### src/rtl/idex_skid_stage.sv
// idex_skid_stage: ID/EX valid/ready stage with a 2-entry skid buffer.
// Define IDEX_PERF_EN to add saturating stall/flush performance counters.
module idex_skid_stage #(
  parameter int XLEN   = 32,
  parameter int RD_W   = 5,
  parameter int CTRL_W = 12
) (
  input  logic              clk,
  input  logic              rst,
  input  logic              flush,
  input  logic              in_valid,
  output logic              in_ready,
  input  logic [XLEN-1:0]   in_pc4,
  input  logic [XLEN-1:0]   in_op1,
  input  logic [XLEN-1:0]   in_op2,
  input  logic [RD_W-1:0]   in_rd,
  input  logic              in_pred,
  input  logic              in_reg_write,
  input  logic              in_mem_read,
  input  logic [CTRL_W-1:0] in_ctrl,
  output logic              out_valid,
  input  logic              out_ready,
  output logic [XLEN-1:0]   out_pc4,
  output logic [XLEN-1:0]   out_op1,
  output logic [XLEN-1:0]   out_op2,
  output logic [RD_W-1:0]   out_rd,
  output logic              out_pred,
  output logic              out_reg_write,
  output logic              out_mem_read,
  output logic [CTRL_W-1:0] out_ctrl,
  output logic [RD_W-1:0]   haz_rd,
  output logic              haz_mem_read,
  output logic              haz_reg_write,
  output logic [31:0]       perf_stall_cnt,
  output logic [31:0]       perf_flush_cnt
);

  typedef struct packed {
    logic [XLEN-1:0]   pc4;
    logic [XLEN-1:0]   op1;
    logic [XLEN-1:0]   op2;
    logic [RD_W-1:0]   rd;
    logic              pred;
    logic              reg_write;
    logic              mem_read;
    logic [CTRL_W-1:0] ctrl;
  } pl_t;

  pl_t  in_pl;
  pl_t  main_pl;
  pl_t  skid_pl;
  logic main_valid;
  logic skid_valid;
  logic acc;
  logic drain;

  assign in_pl = '{
    pc4:       in_pc4,
    op1:       in_op1,
    op2:       in_op2,
    rd:        in_rd,
    pred:      in_pred,
    reg_write: in_reg_write,
    mem_read:  in_mem_read,
    ctrl:      in_ctrl
  };

  // in_ready comes straight from a flop: no EX->ID comb path
  assign in_ready = ~skid_valid;
  assign acc      = in_valid & in_ready;
  assign drain    = ~main_valid | out_ready;

  always_ff @(posedge clk or negedge rst) begin
    if (!rst) begin
      main_valid <= 1'b0;
      skid_valid <= 1'b0;
      main_pl    <= '0;
      skid_pl    <= '0;
    end else begin
      unique case (1'b1)
        flush: begin
          main_valid <= 1'b0;
          skid_valid <= 1'b0;
        end
        (!flush && drain): begin
          if (skid_valid) begin
            main_pl    <= skid_pl;
            main_valid <= 1'b1;
            skid_valid <= 1'b0;
          end else begin
            main_valid <= acc;
            if (acc) main_pl <= in_pl;
          end
        end
        (!flush && !drain): begin
          if (acc) begin
            skid_pl    <= in_pl;
            skid_valid <= 1'b1;
          end
        end
        default: ;
      endcase
    end
  end

  assign out_valid     = main_valid;
  assign out_pc4       = main_pl.pc4;
  assign out_op1       = main_pl.op1;
  assign out_op2       = main_pl.op2;
  assign out_rd        = main_pl.rd;
  assign out_pred      = main_pl.pred;
  assign out_reg_write = main_pl.reg_write;
  assign out_mem_read  = main_pl.mem_read;
  assign out_ctrl      = main_pl.ctrl;

  assign haz_rd        = main_valid ? main_pl.rd : '0;
  assign haz_mem_read  = main_valid & main_pl.mem_read;
  assign haz_reg_write = main_valid & main_pl.reg_write;

`ifdef IDEX_PERF_EN
  logic [31:0] stall_q;
  logic [31:0] flush_q;

  always_ff @(posedge clk or negedge rst) begin
    if (!rst) begin
      stall_q <= '0;
      flush_q <= '0;
    end else begin
      if (main_valid && !out_ready && stall_q != 32'hFFFF_FFFF)
        stall_q <= stall_q + 32'd1;
      if (flush && (main_valid || skid_valid) && flush_q != 32'hFFFF_FFFF)
        flush_q <= flush_q + 32'd1;
    end
  end

  assign perf_stall_cnt = stall_q;
  assign perf_flush_cnt = flush_q;
`else
  assign perf_stall_cnt = '0;
  assign perf_flush_cnt = '0;
`endif

endmodule

### config.mk
export PLATFORM = sky130hd
export DESIGN_NAME = idex_skid_stage
export DESIGN_NICKNAME = d
export VERILOG_FILES = /design/src/rtl/idex_skid_stage.sv
export SDC_FILE = /design/constraint.sdc
export NUM_CORES = 1
export LEC_CHECK = 0
export BUFFER_PORTS_ARGS = -buffer_cell sky130_fd_sc_hd__buf_2
export CORE_MARGIN = 1
export CORE_UTILIZATION = 25
export CTS_CLUSTER_SIZE = 10
export DETAILED_ROUTE_END_ITERATION = 8
export GPL_ROUTABILITY_DRIVEN = 0
export PLACE_DENSITY = 0.48
export SLEW_MARGIN = 40
export SYNTH_ARGS = -nofsm -noshare
export SYNTH_HDL_FRONTEND = slang
export SYNTH_SLANG_ARGS = --single-unit
### constraint.sdc
create_clock -name clk -period 1.9 [get_ports clk]
set_input_delay 0.095 -clock clk [delete_from_list [all_inputs] [get_ports clk]]
set_output_delay 0.095 -clock clk [all_outputs]
set_load 0.01 [all_outputs]
Word-level counts from Yosys, hierarchy flattened

Cells that the tools add are included.

Bits in read-only memories: 0
Bits in latches: 0
Register bits after elaboration: 234
RAM bits: 0
Logic and storage cells: 43
Memories: 0

Shift-type cells: 0
Multiply operators: 0
Divide/modulo/power cells: 0
Order comparisons: 0
Eq/ne operators: 1
Reduce and logical (&&, ||, !) cells: 11
$add $sub $neg: 0
Bitwise gates (word level): 6
Mux-type cells: 7

Operators with widths:

| kind                 | number |
|---|---|
| $mux W116            | 2 |
| $reduce_and A2 Y1    | 3 |
| $reduce_bool A2 Y1   | 3 |
| $mux W5              | 1 |
| $pmux W1 S2          | 2 |
| $and A1 B1 Y1        | 3 |
| $logic_and A1 B1 Y1  | 2 |
| $logic_not A1 Y1     | 2 |
| $mux W1              | 2 |
| $ne A2 B2 Y1 const B | 1 |
| $not A1 Y1           | 2 |
| $reduce_or A2 Y1     | 1 |
| $or A1 B1 Y1         | 1 |

Longest topological paths before layout

Depth in word-level cells: 6
Gate-level depth with buffers: 6
Gate-level depth less buffers: 3

Worst setup path after synthesis

No wires, ideal clock.

Kind: reg-to-reg
Start: register main_valid, in the netlist out_valid
End: register main_pl, in the netlist out_op1[10]
Setup time: 0.125 ns
Clock period less this slack: 1.694 ns
Buffers on the path: 2
Data required time: 1.775 ns
Data arrival time: 1.570 ns
Cell stages (with the launch flop): 6
Path slack: 0.206 ns
Cells stage by stage: dfrtp_1 -> and2b_4 -> nor3_4 -> buf_4 -> buf_6 -> mux2_2

Word-level cells in the longest chain between the ends: 4

RTL lines:

| what                        | RTL line | RTL |
|---|---|---|
| start: declaration          | 52       | `logic main_valid;` |
| start signal: assignment    | 75       | `main_valid <= 1'b0;` |
| start signal: assignment    | 82       | `main_valid <= 1'b0;` |
| start signal: assignment    | 88       | `main_valid <= 1'b1;` |
| $not A1 Y1                  | 71       | `assign drain = ~main_valid \| out_ready;` |
| $or A1 B1 Y1                | 71       |  |
| $logic_and A1 B1 Y1         | 85       | `(!flush && drain): begin` |
| $reduce_and A2 Y1 (no line) | n/a      |  |
| end signal: assignment      | 87       | `main_pl <= skid_pl;` |
| end signal: assignment      | 92       | `if (acc) main_pl <= in_pl;` |
| end: declaration            | 50       | `pl_t main_pl;` |

No other way between the ends.
A chain may end at the register's enable or synchronous reset.

Worst setup path after layout

Start: register main_valid, in the netlist out_valid
End: register main_pl, in the netlist out_op1[26]

The elaborated chain is that of the path after synthesis.

==> results by group <==
Routing
  • WL final: around 24 mm
  • Wirelength per Cell: about 15 um
  • Routed Antenna Nets: 0
  • Drt via density: about 4
  • # DRC: 0
  • First-pass DRT Iterations: 4
  • 1st-iter DRT viols: between 150 and 200
  • Vias post-DR: approximately 6700

Floorplan
  • Die width: between 200 and 250 um
  • Die area: around 0.043 mm^2
  • Core Area: approximately 0.042 mm^2
  • I/O Pins: 310
  • Die Height: 208 um
  • Initial Utilization: 0.253
  • FP Rows: 75

Synth
  • Cell accounting for the most synthesized area: dfrtp_1
  • Share of the synthesized area in the top cell type: 0.553
  • Synth top area cells: dfrtp_1, mux2_2, buf_4, mux2_1, buf_2
  • Unique masters post-synth: 18
  • Synthesized flop and latch total: ~230
  • Syn. warnings: 0
  • Avg Inst Size Synth: around 15 um^2
  • Seq/Total Area, Yosys: 0.553
  • Syn Std Cell Area: approximately 0.011 mm^2
  • Mapped Cells: 700

Setup path
  • CP Buf/Inv Count: 2
  • CP max FO: 19
  • CP most frequent cell: buf_12
  • R2R cell count: 5
  • WS Path Type: flip-flop to flip-flop
  • CP cell instances: and2b_4 > nor3_4 > buf_12 > buf_12 > mux2_2
  • Worst path max stage delay: between 300 and 400 ps
  • Startpoint Class: flip-flop
  • Crit path max-delay cell type: dfrtp_1
  • CP endpoint kind: flip-flop
  • Worst Path Arrival: roughly 2100 ps
  • Worst EP required: 2310 ps
  • CP delay by family, top: simple AND/OR/NAND/NOR gates
  • CP Depth: 5

Clocking
  • Clock slew at reported path FFs: roughly 60 ps
  • Clock Path Buffers: 3
  • Clock Latency Late Sink: approximately 540 ps
  • Post-CTS setup buffer count: 0
  • H-tree levels: 1
  • CTS tree: built
  • CTS Sinks: 234
  • CTS Buf Count: 29
  • Clock root buffer: clkbuf_16

Power
  • Final Power: 14400 uW
  • Peak VDD IR: approximately 700 uV
  • Power per Cell Area: around 990 mW/mm^2
  • Pleak: about 0.0065 uW

Timing
  • Fin crit share: 0.904
  • Final slew viol count: 0
  • Setup TNS: 0 ps
  • Setup Viol. Count Final: 0
  • Max Clock Freq: 0.582 GHz
  • WHS: about 40 ps
  • RSZ-0062 raised after global routing: no
  • Worst Clk Skew: roughly 13 ps
  • Final critical-path required period: between 1500 and 2000 ps
  • Final hold vios: 0

Global routing
  • Largest net degree at the start of global routing: between 70 and 80
  • Vias in the first global route: between 7000 and 8000
  • Total gr overflow: 0
  • Antenna violations before repair: 3
  • Gr usage total: 0.112
  • First-pass GRT wire length: 38.9 mm

Placed design
  • Post-detail-place hpwl: about 16 mm
  • Placed cell areas: approximately 0.012 mm^2
  • # port buffers: 245
  • Placed insts: ~1500

Layout
  • Post-route insts no fill: about 1600
  • Share of layout cells above drive strength 1: 0.585
  • Most common cell after layout, fill and taps aside: mux2_2
  • Fill cells: 4184
  • Area of the multi-input gates: 0.00427 mm^2
  • Post-route design area: approximately 0.014 mm^2
  • Nets: 1203
  • Flip-flop and latch area: between 0.005 and 0.006 mm^2
  • P&R area growth vs syn: 36.4%
  • Most frequent cells in the layout: mux2_2, buf_2, dfrtp_1

Status
  • Status: finished clean

Worst hold path
  • Min-delay worst type: primary input to async pin

Run
  • Max-Cap Viols: 0
==> registers in the layout, summed over array words and instances, names as in the netlist <==
signal         cells
skid_pl          116
out_pc4           32
out_pred           1
out_rd             5
out_valid          1
out_op1           32
out_op2           32
out_reg_write      1
skid_valid         1
out_mem_read       1
out_ctrl          12
==> metrics by stage <==
step | setup slack (ps) | utilization
CTS | 147 | 0.345
global placement | 195 | 0.296
finish | 183 | 0.345
floorplan | 206 | -
detailed placement | 164 | 0.296
global route | 99.0 | 0.345
==> path summary, 6_finish.rpt <==
check / start / end / slack (ps)
worst max-delay path: out_valid / out_op1[26] / 180
worst min-delay path: rst / skid_pl[35] / 40
worst max register to register: out_valid / out_op1[26] / 180
worst min register to register: out_op1[5] / out_op1[5] / 480
max in group asynchronous: rst / skid_pl[70] / 1110
min in group clk: in_valid / skid_pl[22] / 280
==> area by class of cell <==
type	count	share of cell area
diodes	3	0.000520
clock buffers	48	0.0586
clock inverters	1	0.000346
inverters	1	0.000260
multi-input cells	427	0.296
flip-flops and latches	234	0.405
well taps	539	0.0467
repair buffers	389	0.193
==> layer usage <==
layer | routed length [um] | part of all wire | GRT usage | vias to the layer above
met1 | 11000 | 0.45 | 0.143 | 3313
met5 | 0 | 0 | 0 | -
li1 | - | - | - | 3120
met2 | 11000 | 0.45 | 0.180 | 189
met3 | 1780 | 0.074 | 0.0398 | 31
met4 | 475 | 0.020 | 0.0245 | 0
==> cell families (layout without fill, tap and decap cells) <==
logic type / count (synthesis) / count (layout) / synth area share
simple gates: 14 / 14 / 0.00933
mux: 348 / 348 / 0.370
flops: 234 / 234 / 0.553
compound gates: 1 / 1 / 0.000472
buf+inv: 102 / 439 / 0.0674
other cells: 1 / 67 / 0.000354
==> report_power, final <==
group | switching, uW | internal [uW] | total, uW
Sequential | 502 | 6090 | 6590
Clock | 2020 | 2990 | 5010
Combinational | 1150 | 1610 | 2770
Total | 3680 | 10700 | 14400
==> timing repair <==
item | 4_1_cts | 5_1_grt
hold buffers | 121 | 0
resized for setup | 0 | 0
endpoints found under the hold margin | 408 | 0
==> cell usage after synthesis <==
cell,instances
mux2_2,337
dfrtp_1,234
buf_4,66
buf_2,19
mux2_1,11
buf_6,8
and2_1,7
clkbuf_1,6
buf_1,2
nor2_1,2
a21oi_1,1
and2b_4,1
conb_1,1
inv_1,1
nand2b_1,1
nand3_2,1
nor3_1,1
nor3_4,1
(Power assumes the default switching activity.)
